### src/rtl/mc_controller_pkg.sv
// Shared types and encodings for the multicycle controller: FSM states,
// instruction fields, ALU operations and datapath mux selects.
package mc_controller_pkg;

    typedef enum logic [3:0] {
        S_FETCH   = 4'd0,
        S_DECODE  = 4'd1,
        S_MEM_ADR = 4'd2,
        S_MEM_RD  = 4'd3,
        S_MEM_WB  = 4'd4,
        S_MEM_WR  = 4'd5,
        S_R_EXE   = 4'd6,
        S_R_WB    = 4'd7,
        S_I_EXE   = 4'd8,
        S_I_WB    = 4'd9,
        S_BRANCH  = 4'd10,
        S_JUMP    = 4'd11,
        S_JAL     = 4'd12,
        S_JR      = 4'd13
    } state_t;

    localparam logic [5:0] OP_RTYPE = 6'b000000;
    localparam logic [5:0] OP_LW    = 6'b100011;
    localparam logic [5:0] OP_SW    = 6'b101011;
    localparam logic [5:0] OP_ADDI  = 6'b001000;
    localparam logic [5:0] OP_SLTI  = 6'b001010;
    localparam logic [5:0] OP_BEQ   = 6'b000100;
    localparam logic [5:0] OP_J     = 6'b000010;
    localparam logic [5:0] OP_JAL   = 6'b000011;

    localparam logic [5:0] FN_ADD = 6'b100000;
    localparam logic [5:0] FN_SUB = 6'b100010;
    localparam logic [5:0] FN_AND = 6'b100100;
    localparam logic [5:0] FN_OR  = 6'b100101;
    localparam logic [5:0] FN_SLT = 6'b101010;
    localparam logic [5:0] FN_JR  = 6'b001000;

    localparam logic [2:0] ALU_AND = 3'b000;
    localparam logic [2:0] ALU_OR  = 3'b001;
    localparam logic [2:0] ALU_ADD = 3'b010;
    localparam logic [2:0] ALU_SUB = 3'b110;
    localparam logic [2:0] ALU_SLT = 3'b111;

    localparam logic [1:0] SRCB_B       = 2'b00;
    localparam logic [1:0] SRCB_FOUR    = 2'b01;
    localparam logic [1:0] SRCB_IMM     = 2'b10;
    localparam logic [1:0] SRCB_IMM_SH2 = 2'b11;

    localparam logic [1:0] PCSRC_ALU    = 2'b00;
    localparam logic [1:0] PCSRC_ALUOUT = 2'b01;
    localparam logic [1:0] PCSRC_JTGT   = 2'b10;
    localparam logic [1:0] PCSRC_REG_A  = 2'b11;

    localparam logic [1:0] RDST_RT  = 2'b00;
    localparam logic [1:0] RDST_RD  = 2'b01;
    localparam logic [1:0] RDST_R31 = 2'b10;

    localparam logic [1:0] WD_ALUOUT = 2'b00;
    localparam logic [1:0] WD_MDR    = 2'b01;
    localparam logic [1:0] WD_PC     = 2'b10;

endpackage

### src/rtl/mc_alu_decoder.sv
// R-type func field to ALU operation map; valid also covers jr so that
// DECODE can flag any other func as illegal.
module mc_alu_decoder
    import mc_controller_pkg::*;
(
    input  logic [5:0] func,
    output logic [2:0] alu_ctrl,
    output logic       func_valid
);

    always_comb begin
        alu_ctrl   = ALU_ADD;
        func_valid = 1'b1;
        case (func)
            FN_ADD:  alu_ctrl = ALU_ADD;
            FN_SUB:  alu_ctrl = ALU_SUB;
            FN_AND:  alu_ctrl = ALU_AND;
            FN_OR:   alu_ctrl = ALU_OR;
            FN_SLT:  alu_ctrl = ALU_SLT;
            FN_JR:   alu_ctrl = ALU_ADD;
            default: func_valid = 1'b0;
        endcase
    end

endmodule

### src/rtl/mc_controller.sv
// Multicycle MIPS-subset control FSM: sequences fetch, decode, execute,
// memory and writeback, stalling on mem_ready during memory accesses.
module mc_controller
    import mc_controller_pkg::*;
(
    input  logic       clk,
    input  logic       rst,
    input  logic [5:0] opcode,
    input  logic [5:0] func,
    input  logic       zero,
    input  logic       mem_ready,
    output logic       i_or_d,
    output logic       alu_src_a,
    output logic [1:0] alu_src_b,
    output logic [2:0] alu_ctrl,
    output logic [1:0] pc_src,
    output logic [1:0] reg_dst,
    output logic [1:0] data_to_write,
    output logic       mem_read,
    output logic       mem_write,
    output logic       ir_write,
    output logic       pc_write,
    output logic       reg_write,
    output logic       illegal
);

    state_t     state_q, state_d;
    logic [2:0] r_alu_ctrl;
    logic       func_valid;

    mc_alu_decoder u_alu_dec (
        .func       (func),
        .alu_ctrl   (r_alu_ctrl),
        .func_valid (func_valid)
    );

    always_ff @(posedge clk or posedge rst) begin
        if (rst) state_q <= S_FETCH;
        else     state_q <= state_d;
    end

    always_comb begin
        state_d       = state_q;
        i_or_d        = 1'b0;
        alu_src_a     = 1'b0;
        alu_src_b     = SRCB_B;
        alu_ctrl      = ALU_AND;
        pc_src        = PCSRC_ALU;
        reg_dst       = RDST_RT;
        data_to_write = WD_ALUOUT;
        mem_read      = 1'b0;
        mem_write     = 1'b0;
        ir_write      = 1'b0;
        pc_write      = 1'b0;
        reg_write     = 1'b0;
        illegal       = 1'b0;
        case (state_q)
            S_FETCH: begin
                mem_read  = 1'b1;
                alu_src_b = SRCB_FOUR;
                alu_ctrl  = ALU_ADD;
                ir_write  = mem_ready;
                pc_write  = mem_ready;
                if (mem_ready) state_d = S_DECODE;
            end
            S_DECODE: begin
                // ALUOut captures PC+4 + (imm<<2) for a possible beq
                alu_src_b = SRCB_IMM_SH2;
                alu_ctrl  = ALU_ADD;
                case (opcode)
                    OP_RTYPE: begin
                        if (func == FN_JR)   state_d = S_JR;
                        else if (func_valid) state_d = S_R_EXE;
                        else begin
                            illegal = 1'b1;
                            state_d = S_FETCH;
                        end
                    end
                    OP_LW, OP_SW:     state_d = S_MEM_ADR;
                    OP_ADDI, OP_SLTI: state_d = S_I_EXE;
                    OP_BEQ:           state_d = S_BRANCH;
                    OP_J:             state_d = S_JUMP;
                    OP_JAL:           state_d = S_JAL;
                    default: begin
                        illegal = 1'b1;
                        state_d = S_FETCH;
                    end
                endcase
            end
            S_MEM_ADR: begin
                alu_src_a = 1'b1;
                alu_src_b = SRCB_IMM;
                alu_ctrl  = ALU_ADD;
                state_d   = (opcode == OP_LW) ? S_MEM_RD : S_MEM_WR;
            end
            S_MEM_RD: begin
                i_or_d   = 1'b1;
                mem_read = 1'b1;
                if (mem_ready) state_d = S_MEM_WB;
            end
            S_MEM_WB: begin
                reg_dst       = RDST_RT;
                data_to_write = WD_MDR;
                reg_write     = 1'b1;
                state_d       = S_FETCH;
            end
            S_MEM_WR: begin
                i_or_d    = 1'b1;
                mem_write = 1'b1;
                if (mem_ready) state_d = S_FETCH;
            end
            S_R_EXE: begin
                alu_src_a = 1'b1;
                alu_src_b = SRCB_B;
                alu_ctrl  = r_alu_ctrl;
                state_d   = S_R_WB;
            end
            S_R_WB: begin
                reg_dst       = RDST_RD;
                data_to_write = WD_ALUOUT;
                reg_write     = 1'b1;
                state_d       = S_FETCH;
            end
            S_I_EXE: begin
                alu_src_a = 1'b1;
                alu_src_b = SRCB_IMM;
                alu_ctrl  = (opcode == OP_SLTI) ? ALU_SLT : ALU_ADD;
                state_d   = S_I_WB;
            end
            S_I_WB: begin
                reg_dst       = RDST_RT;
                data_to_write = WD_ALUOUT;
                reg_write     = 1'b1;
                state_d       = S_FETCH;
            end
            S_BRANCH: begin
                alu_src_a = 1'b1;
                alu_src_b = SRCB_B;
                alu_ctrl  = ALU_SUB;
                pc_src    = PCSRC_ALUOUT;
                pc_write  = zero;
                state_d   = S_FETCH;
            end
            S_JUMP: begin
                pc_src   = PCSRC_JTGT;
                pc_write = 1'b1;
                state_d  = S_FETCH;
            end
            S_JAL: begin
                // PC already advanced in FETCH, so PC is the link value
                pc_src        = PCSRC_JTGT;
                pc_write      = 1'b1;
                reg_dst       = RDST_R31;
                data_to_write = WD_PC;
                reg_write     = 1'b1;
                state_d       = S_FETCH;
            end
            S_JR: begin
                pc_src   = PCSRC_REG_A;
                pc_write = 1'b1;
                state_d  = S_FETCH;
            end
            default: state_d = S_FETCH;
        endcase
    end

endmodule

### config.mk
export PLATFORM = sky130hd
export DESIGN_NAME = mc_controller
export DESIGN_NICKNAME = d
export VERILOG_FILES = /design/src/rtl/mc_controller_pkg.sv /design/src/rtl/mc_alu_decoder.sv /design/src/rtl/mc_controller.sv
export SDC_FILE = /design/constraint.sdc
export NUM_CORES = 1
export LEC_CHECK = 0
export BUFFER_PORTS_ARGS = -buffer_cell sky130_fd_sc_hd__buf_2
export CORE_MARGIN = 4
export CORE_UTILIZATION = 45
export CTS_CLUSTER_DIAMETER = 30
export DETAILED_ROUTE_END_ITERATION = 10
export PLACE_DENSITY = 0.72
export SLEW_MARGIN = 20
export SYNTH_ARGS = -nofsm -noshare
export SYNTH_HDL_FRONTEND = slang
export SYNTH_HIERARCHICAL = 1
export SYNTH_SLANG_ARGS = --single-unit
### constraint.sdc
create_clock -name clk -period 2.1 [get_ports clk]
set_input_delay 0.21 -clock clk [delete_from_list [all_inputs] [get_ports clk]]
set_output_delay 0.21 -clock clk [all_outputs]
set_load 0.05 [all_outputs]
Word-level counts from Yosys, hierarchy flattened
Cells that the tools add are included.
{"block": "op_classes", "n_reduce_logical": 15, "mux": 27, "n_eq_ne": 29}
{"operator": "== test 6 bit, second input constant", "count": 7}
{"operator": "case mux 4 bit (7 select lines)", "count": 1}
{"operator": "== test 4 bit, second input constant", "count": 6}
{"operator": "case mux 3 bit (4 select lines)", "count": 2}
{"operator": "case mux 4 bit (6 select lines)", "count": 1}
{"operator": "== test 6 x 4 -> 1 bit, second input constant", "count": 3}
{"operator": "== test 4 x 3 -> 1 bit, second input constant", "count": 4}
{"operator": "two-way mux 4 bit", "count": 4}
{"operator": "== test 6 x 2 -> 1 bit, second input constant", "count": 2}
{"operator": "case mux 2 bit (3 select lines)", "count": 2}
{"operator": "OR reduction 2 bit", "count": 6}
{"operator": "two-way mux 1 bit", "count": 10}
{"operator": "two-way mux 3 bit", "count": 3}
{"operator": "== test 4 x 2 -> 1 bit, second input constant", "count": 2}
{"operator": "case mux 2 bit (2 select lines)", "count": 2}
{"operator": "OR reduction 4 bit", "count": 2}
{"operator": "OR reduction 7 bit", "count": 1}
{"operator": "== test 6 x 3 -> 1 bit, second input constant", "count": 1}
{"operator": "zero test 6 bit", "count": 1}
{"operator": "!= test 2 bit, second input constant", "count": 3}
{"operator": "OR reduction 3 bit", "count": 2}
{"operator": "OR reduction 6 bit", "count": 1}
{"operator": "== test 4 x 1 -> 1 bit, second input constant", "count": 1}
{"operator": "zero test 4 bit", "count": 1}
{"operator": "3 further kinds", "count": 3}
{"block": "totals", "regBits": 4, "wordCells": 72}

Depth between registers and ports, before layout
Gate-level depths: netlist of run 1.
{"block": "logic_depth", "depth_word": 7, "mapped_depth": 6}

By module
Netlist of run 1, hierarchy kept.
{"module": "mc_controller", "cells_per_inst": 112, "instances": 1, "area_per_inst_um2": 784.5}
{"module": "mc_alu_decoder", "cells_per_inst": 13, "instances": 1, "area_per_inst_um2": 85.1}

Least setup slack after synthesis of run 1
OpenSTA, ideal clock, no wires.
{"block": "synth_path", "path_type": "register -> output", "from": "reg state_q[2]", "to": "out alu_src_a", "stages_incl_launch_ff": 4, "path_buffers": 2, "setup_slack_ns": -0.072, "t_arrival_ns": 1.962, "path_cell_list": "dfrtp_1 buf_2 buf_2 a211oi_1"}
{"block": "synth_between", "elab_chain_cells": 3}
{"element": "start, declared", "line_no": "mc_controller.sv:27", "rtl": "state_t state_q, state_d;"}
{"element": "start signal, assigned", "line_no": "mc_controller.sv:39", "rtl": "else state_q <= state_d;"}
{"element": "== test 4 bit, or another cell as far along", "line_no": "mc_controller.sv:57", "rtl": "case (state_q)"}
{"element": "OR reduction 4 bit (no source line) *"}
{"element": "two-way mux 1 bit *", "line_no": "mc_controller.sv:57"}
{"element": "end, declared", "line_no": "mc_controller.sv:13", "rtl": "output logic alu_src_a,"}
Mark *: on every way between the ends. The rest lies on a longest branch, timed or not.

Worst setup path in the final report of run 1
{"block": "layout_path", "from": "reg state_q[3]", "to": "out alu_ctrl[0]"}
{"block": "layout_between", "elab_chain_cells": 3}
{"element": "== test 4 x 1 -> 1 bit, or another cell as far along", "line_no": "mc_controller.sv:57"}
{"element": "OR reduction 3 bit (no source line)"}
{"element": "case mux 3 bit (4 select lines) *", "line_no": "mc_controller.sv:57"}
{"element": "end, declared", "line_no": "mc_controller.sv:15", "rtl": "output logic [2:0] alu_ctrl,"}
Marks and branches as above.

==> results of run 1 <==
[repair_timing]
action	4_1_cts	5_1_grt
resized for setup	1	3
endpoints found under the hold margin	4	0
hold buffers	1	0
endpoints found under the setup margin	1	9
[cell usage in the layout (no fill, tap or decap), types with 2 or more instances in the layout]
cell	instances
nand3_1	2
nand4b_1	2
buf_2	34
clkbuf_4	3
nor2_1	13
nor3_1	5
o31ai_1	4
nor2b_1	7
and2_1	3
nand2b_1	6
nor3_2	2
dfrtp_2	3
o21ai_0	4
a31oi_1	3
nand2_1	8
a21o_1	2
o21ai_1	5
or2_1	3
nor3b_1	4
a21oi_1	6
and3_1	3
[cell type report]
class	count	area, µm²
multi-input cells	108	708.2
inverters	1	3.754
clock buffers	3	22.52
repair buffers	36	187.7
well taps	25	31.28
flip-flops and latches	4	103.9
fillers	174	725.7
[how the worst max path moves through the flow]
stage	slack, ns	start	cells after the start	end
3_5_place_dp	0.26	state_q[0]	4	illegal
4_1_cts	0.02	state_q[2]	3	illegal
5_1_grt	0.05	state_q[3]	6	alu_ctrl[0]
2_1_floorplan	-0.02	state_q[3]	3	pc_src[1]
6_report	0.16	state_q[3]	6	alu_ctrl[0]
3_3_place_gp	0.32	state_q[2]	3	illegal
[worst reg2reg max path, stage by stage (launching register included)]
cell,delay (ns)
dfrtp_2,0.61
nor2_1,0.12
a22o_1,0.28
a2111oi_2,0.34
nor2_1,0.10
[layer usage]
metal | track usage [%] | vias to the layer above | routed length (µm)
met5 | 0 | - | 0
met4 | 0.8734 | 0 | 0
met1 | 25.22 | 449 | 1066
met3 | 3.725 | 0 | 117
li1 | - | 520 | -
met2 | 27.82 | 25 | 1043
[cells by family after synthesis]
logic type,Yosys count,synth area share (%)
buffers and inverters,13,8.775
AO/OA/AOI/OAI,36,28.35
AND/OR/NAND/NOR,70,48.49
multiplexers,2,2.877
flip-flops,4,11.51
[power breakdown]
group,switching [mW],leakage [nW],internal [mW]
combinational,0.404,0.401,0.183
sequential,0.0608,0.0499,0.0931
clock,0.0301,0.0138,0.0638
total,0.495,0.464,0.340
==> parameters.txt, run 1 <==
Parameter                              Value

Worst setup path
  Number of buffers and inverters on the critical path ... 2
  Worst Setup Path Type ... flop to output port
  Required time at the worst-slack endpoint ... 1.89 ns
  Top fanout value on the critical path ... 10
  Series of cell instances along the critical path ... buf_4 > nor2b_1 > and2_1 > nand2_1 > a21oi_1 > buf_2
  RR Startpoint ... state_q[2]
  Arrival time worst endpoint ... 1.73 ns
  Master of the slowest instance on the critical path ... dfrtp_1
  Element type at the critical path end ... output port
  CP peak stage delay ... 0.46 ns
  Number of cells on the worst reg-to-reg path ... 4
  Crit path max-delay family ... buffers and inverters
  Setup slack of the worst register-to-register path ... 0.53 ns
  CP startpoint kind ... flop
  Worst reg2reg path endpoint ... state_q[0]

Final layout
  Registers with the highest flip-flop counts ... state_q: 4 flops
  Non-filler instance count after layout ... 177
  Summed area of non-filler cells in the final layout ... 1057 µm²
  Register containing the most flip-flops in the final layout ... state_q
  Synth-to-layout area growth ... 21.58%
  Final antenna diode count ... 0
  Flip-flop count of the largest register, all copies and words added ... 4
  Post-layout net count ... 170
  Ratio of cells with drive above 1 in the final layout ... 33.55%
  Final core utilization ... 59.30%

Global route
  Wire length of the first global-routing pass ... 3767 µm
  Remaining Overflow, GRT ... 0
  Number of antenna violations at the first check in global routing ... 0
  Pin count of the biggest net entering global routing ... 26
  Total track usage ... 17.53%
  Vias in the first global route ... 889

Synthesis
  Number of flops mapped to enable cells by yosys ... 0
  Mean area per synthesized cell ... 6.957 µm²
  Synth area leaders ... dfrtp_1 12%, nor2_1 5.6%, nor2b_1 5.0%
  Cell area after synthesis ... 869.6 µm²
  Most numerous cell in the Yosys netlist ... nor2_1
  Share of synthesized registers carrying an async set or reset ... 100.0%
  Cells after Synth ... 125
  Number of distinct standard cells referenced by the synthesized netlist ... 49
  Yosys top cell area share ... 11.51%
  Most used flip-flop cell after synthesis ... dfrtp_1
  Most common library cells after synthesis ... 13 x nor2_1, 8 x nand2_1, 7 x buf_2, 7 x nor2b_1, 7 x nor3_1
  Cell type with the highest aggregate area in the netlist ... dfrtp_1
  Number of synthesis warnings ... 6
  Net Count, Synth ... 141
  Synthesized flop and latch total ... 4
  Sequential area share after synthesis ... 11.51%

Place
  Pre-CTS WS ... 0.2566 ns
  Post-DP Area ... 1016 µm²
  GP Congestion ... 0.8329
  Number of I/O port buffers ... 34
  Hpwl dp ... 1733 µm
  Cell count after placement ... 173

Timing
  Final Hold Fails ... 0
  Clock skew ... 0.006907 ns
  Unrepaired setup endpoints after global routing ... false
  Highest achievable clock rate ... 516.5 MHz
  Worst-margin pin slew ... 0.4132 ns
  Period utilisation layout ... 92.19%
  Worst hold margin ... 0.3040 ns
  Max-slew violation count ... 0
  Tightest slew margin relative to the limit ... 72.45%
  Final Worst Setup Slack ... 0.1639 ns
  Final min period ... 1.936 ns
  Setup Viol. Count Final ... 0
  TNS Setup ... 0 ns

CTS
  Clock Latency Late Sink ... 0.23 ns
  Clock transition at the registers of the reported paths ... 0.04 ns
  TritonCTS clock tree ... built
  Maximum level of the CTS H-tree ... 1
  Number of clock sinks seen by CTS ... 4
  Root cell of the clock tree ... clkbuf_4
  Number of buffers on the longest clock path ... 2
  TritonCTS Buffers ... 3
  Number of post-CTS setup repair buffers ... 0

Routing
  Vias per cell ... 5.616
  Total via count after detailed routing ... 994
  Detail Route Antenna Nets ... 0
  Residual DRC ... 0
  Initial DRT Pass Iterations ... 4
  WL per Instance ... 12.58 µm
  Routed Wire Length ... 2227 µm
  Detailed Route Iter0 Violations ... 14

Run
  Max cap viols ... 0

Pwr
  P_leak ... 0.4643 nW
  Pwr dens ... 789.3 nW/µm²
  Post-layout total power ... 834.5 µW
  Maximum VDD drop ... 0.4697 mV

Die
  Floorplan die area ... 2700 µm²
  Starting Density ... 48.77%
  # rows ... 15
  Vertical die dimension ... 51.96 µm
  Ports placed on the boundary ... 35
  Die outline width ... 51.96 µm
  Floorplan Core Area ... 1783 µm²

Outcome
  Outcome ... completed

Worst hold path
  Type of the most critical hold path ... input pin to flop
  Hold path endpoint ... state_q[1]
  Launch instance of the worst min-delay path ... opcode[4]
  Min-Delay Path Depth ... 3
No activity file was read; power rests on OpenSTA's default activity.
==> run 2: changes to the inputs <==
--- a/config.mk
+++ b/config.mk
@@ -5,12 +5,13 @@
 export SDC_FILE = /design/constraint.sdc
 export NUM_CORES = 1
 export LEC_CHECK = 0
+export ABC_AREA = 1
 export BUFFER_PORTS_ARGS = -buffer_cell sky130_fd_sc_hd__buf_2
 export CORE_MARGIN = 4
 export CORE_UTILIZATION = 45
 export CTS_CLUSTER_DIAMETER = 30
 export DETAILED_ROUTE_END_ITERATION = 10
-export PLACE_DENSITY = 0.72
+export PLACE_DENSITY = 0.75
 export SLEW_MARGIN = 20
 export SYNTH_ARGS = -nofsm -noshare
 export SYNTH_HDL_FRONTEND = slang
==> parameters.txt, run 2 <==
Parameter                              Value

Timing
  Max-slew violation count ... 0
  Clock skew ... 0.002623 ns
  Worst-margin pin slew ... 0.2999 ns
  TNS Setup ... 0 ns
  Setup Viol. Count Final ... 0
  Final Hold Fails ... 0
  Final min period ... 1.828 ns
  Unrepaired setup endpoints after global routing ... false
  Highest achievable clock rate ... 547.0 MHz
  Period utilisation layout ... 87.05%
  Worst hold margin ... 0.2780 ns
  Final Worst Setup Slack ... 0.2720 ns
  Tightest slew margin relative to the limit ... 79.93%

Worst setup path
  CP startpoint kind ... flop
  RR Startpoint ... state_q[3]
  Element type at the critical path end ... output port
  Most frequent cell on the critical path ... inv_1
  Crit path max-delay family ... buffers and inverters
  CP peak stage delay ... 0.44 ns
  Master of the slowest instance on the critical path ... dfrtp_1
  Worst reg2reg path endpoint ... state_q[0]
  Worst Setup Path Type ... flop to output port
  Number of buffers and inverters on the critical path ... 3
  Number of cells on the worst reg-to-reg path ... 6
  Arrival time worst endpoint ... 1.62 ns
  Required time at the worst-slack endpoint ... 1.89 ns
  Setup slack of the worst register-to-register path ... 0.78 ns
  Series of cell instances along the critical path ... inv_1 > nor2_2 > a21oi_1 > inv_1 > a31oi_1 > o21ai_0 > buf_2
  Top fanout value on the critical path ... 7
  Setup crit start ... state_q[3]

Die
  Ports placed on the boundary ... 35
  Floorplan die area ... 2379 µm²
  Starting Density ... 48.54%
  # rows ... 14
  Vertical die dimension ... 48.78 µm
  Floorplan Core Area ... 1541 µm²
  Die outline width ... 48.78 µm

Final layout
  Post-layout net count ... 203
  Ratio of cells with drive above 1 in the final layout ... 32.43%
  Register containing the most flip-flops in the final layout ... state_q
  Synth-to-layout area growth ... 29.10%
  Final core utilization ... 62.66%
  Summed area of non-filler cells in the final layout ... 965.9 µm²
  Top library cells by usage in the layout, fill and taps aside ... 47 x nand2_1, 34 x buf_2, 22 x inv_1, 20 x nor2_1, 11 x nand3_1
  Registers with the highest flip-flop counts ... state_q: 4 flops
  Final antenna diode count ... 0
  Flip-flop count of the largest register, all copies and words added ... 4
  Most common cell after layout, fill and taps aside ... nand2_1
  Non-filler instance count after layout ... 201

CTS
  Root cell of the clock tree ... clkbuf_4
  TritonCTS clock tree ... built
  Clock Latency Late Sink ... 0.24 ns
  Total of hold buffers inserted after clock tree synthesis ... 1
  Number of gates given a new drive strength after cts ... 0
  Number of post-CTS setup repair buffers ... 0
  Number of clock sinks seen by CTS ... 4
  Clock transition at the registers of the reported paths ... 0.04 ns
  Number of buffers on the longest clock path ... 2
  TritonCTS Buffers ... 3
  Maximum level of the CTS H-tree ... 1

Pwr
  Switching part of the total power ... 65.62%
  Combinational fraction of design power ... 76.0%
  Clock network power share ... 10.6%
  Pwr dens ... 941.1 nW/µm²
  P_leak ... 0.6745 nW
  Maximum VDD drop ... 0.5475 mV
  Part of the total power dissipated in sequential elements ... 13.4%
  Post-layout total power ... 909.0 µW
  Cell-internal power ... 312.5 µW
  Switching power ... 596.5 µW

Global route
  Remaining Overflow, GRT ... 0
  Number of antenna violations at the first check in global routing ... 0
  Vias in the first global route ... 925
  Wire length of the first global-routing pass ... 3870 µm
  Total track usage ... 19.53%
  Pin count of the biggest net entering global routing ... 8

Synthesis
  Number of flops mapped to enable cells by yosys ... 0
  Most common library cells after synthesis ... 47 x nand2_1, 22 x inv_1, 21 x nor2_1
  Xor-xnor portion of the synthesized cell area ... 0%
  Share of synthesized registers carrying an async set or reset ... 100.0%
  Number of synthesis warnings ... 6
  Most numerous cell in the Yosys netlist ... nand2_1
  Net Count, Synth ... 164
  Sequential area share after synthesis ... 13.38%
  Area share of and/or/nand/nor cells after synthesis ... 59.70%
  Adder-cell area share of the yosys netlist ... 0%
  Synthesized flop and latch total ... 4
  Number of distinct standard cells referenced by the synthesized netlist ... 21
  Yosys top cell area share ... 23.58%
  Synth area leaders ... nand2_1 24%, dfrtp_1 13%, inv_1 11%
  Main combinational cell family by area after synthesis ... simple AND/OR/NAND/NOR gates
  Cells after Synth ... 148
  Cell area after synthesis ... 748.2 µm²
  Mean area per synthesized cell ... 5.056 µm²
  Synth Area in Compound Gates ... 10.37%
  Cell type with the highest aggregate area in the netlist ... nand2_1
  Most used flip-flop cell after synthesis ... dfrtp_1
  Multiplexer share of the synthesized area ... 0%

Routing
  Vias per cell ... 5.109
  Detail Route Antenna Nets ... 0
  Total via count after detailed routing ... 1,027
  Routed Wire Length ... 2288 µm
  Initial DRT Pass Iterations ... 4
  Detailed Route Iter0 Violations ... 29
  WL per Instance ... 11.38 µm
  Residual DRC ... 0

Place
  Number of I/O port buffers ... 34
  Hpwl dp ... 1935 µm
  GP Congestion ... 0.9309
  Post-DP Area ... 933.4 µm²
  Pre-CTS WS ... 0.5327 ns
  Cell count after placement ... 197

Run
  Max cap viols ... 0

Outcome
  Outcome ... completed

Worst hold path
  Min-Delay Path Depth ... 4
  Launch instance of the worst min-delay path ... mem_ready
  Hold path endpoint ... state_q[2]
  Type of the most critical hold path ... input pin to flop
==> run 2: changes by cell type in the layout (fill, tap and decap cells not counted), sizes merged, moves of 3 or more <==
cell,previous run,this run
o31ai,4,0
nand2b,7,0
nor3,7,1
inv,1,31
nor3b,5,0
nor2b,8,0
nor2,13,28
and2,4,0
nand3,2,14
nand2,8,49
and3,3,0
==> run 2: worst max-delay path by stage <==
stage / to / slack (ns) / cells past startpoint
CTS: illegal / 0.27 / 6
detailed placement: pc_write / 0.53 / 7
floorplan: pc_write / 0.08 / 3
global route: pc_write / 0.08 / 7
finish: pc_write / 0.27 / 7
global placement: illegal / 0.52 / 6
==> run 2: cell families after synthesis <==
group / count (synthesis)
compound gates: 14
flops: 4
simple gates: 98
buf+inv: 32
==> run 2: cell type report <==
class,instances,area [µm²]
well taps,16,20.02
flip-flops and latches,4,100.1
inverters,31,116.4
clock buffers,3,22.52
fillers,178,575.6
repair buffers,35,180.2
multi-input cells,112,526.8
==> run 2: tightest hold or removal path, delay by kind of cell <==
family,cells,cell delay [ns]
buffers and inverters,2,0.14
AND/OR/NAND/NOR,2,0.12
==> run 2: power by group through the flow <==
stage / registers [mW] / logic [mW] / clock network (mW)
after floorplan: 0.115 / 0.538 / 0
after global routing: 0.123 / 0.745 / 0.107
after global placement: 0.118 / 0.674 / 0
after detailed placement: 0.121 / 0.682 / 0
final: 0.122 / 0.691 / 0.0960
after CTS: 0.120 / 0.690 / 0.0967
==> run 2: layer usage <==
| layer | global-route usage [%] | part of all wire (%) | vias up |
|---|---|---|---|
| met5 | 0 | 0 | - |
| met4 | 6.278 | 1.2 | 0 |
| met3 | 3.976 | 6.4 | 5 |
| met2 | 32.83 | 48 | 45 |
| met1 | 24.67 | 45 | 444 |
| li1 | - | - | 533 |
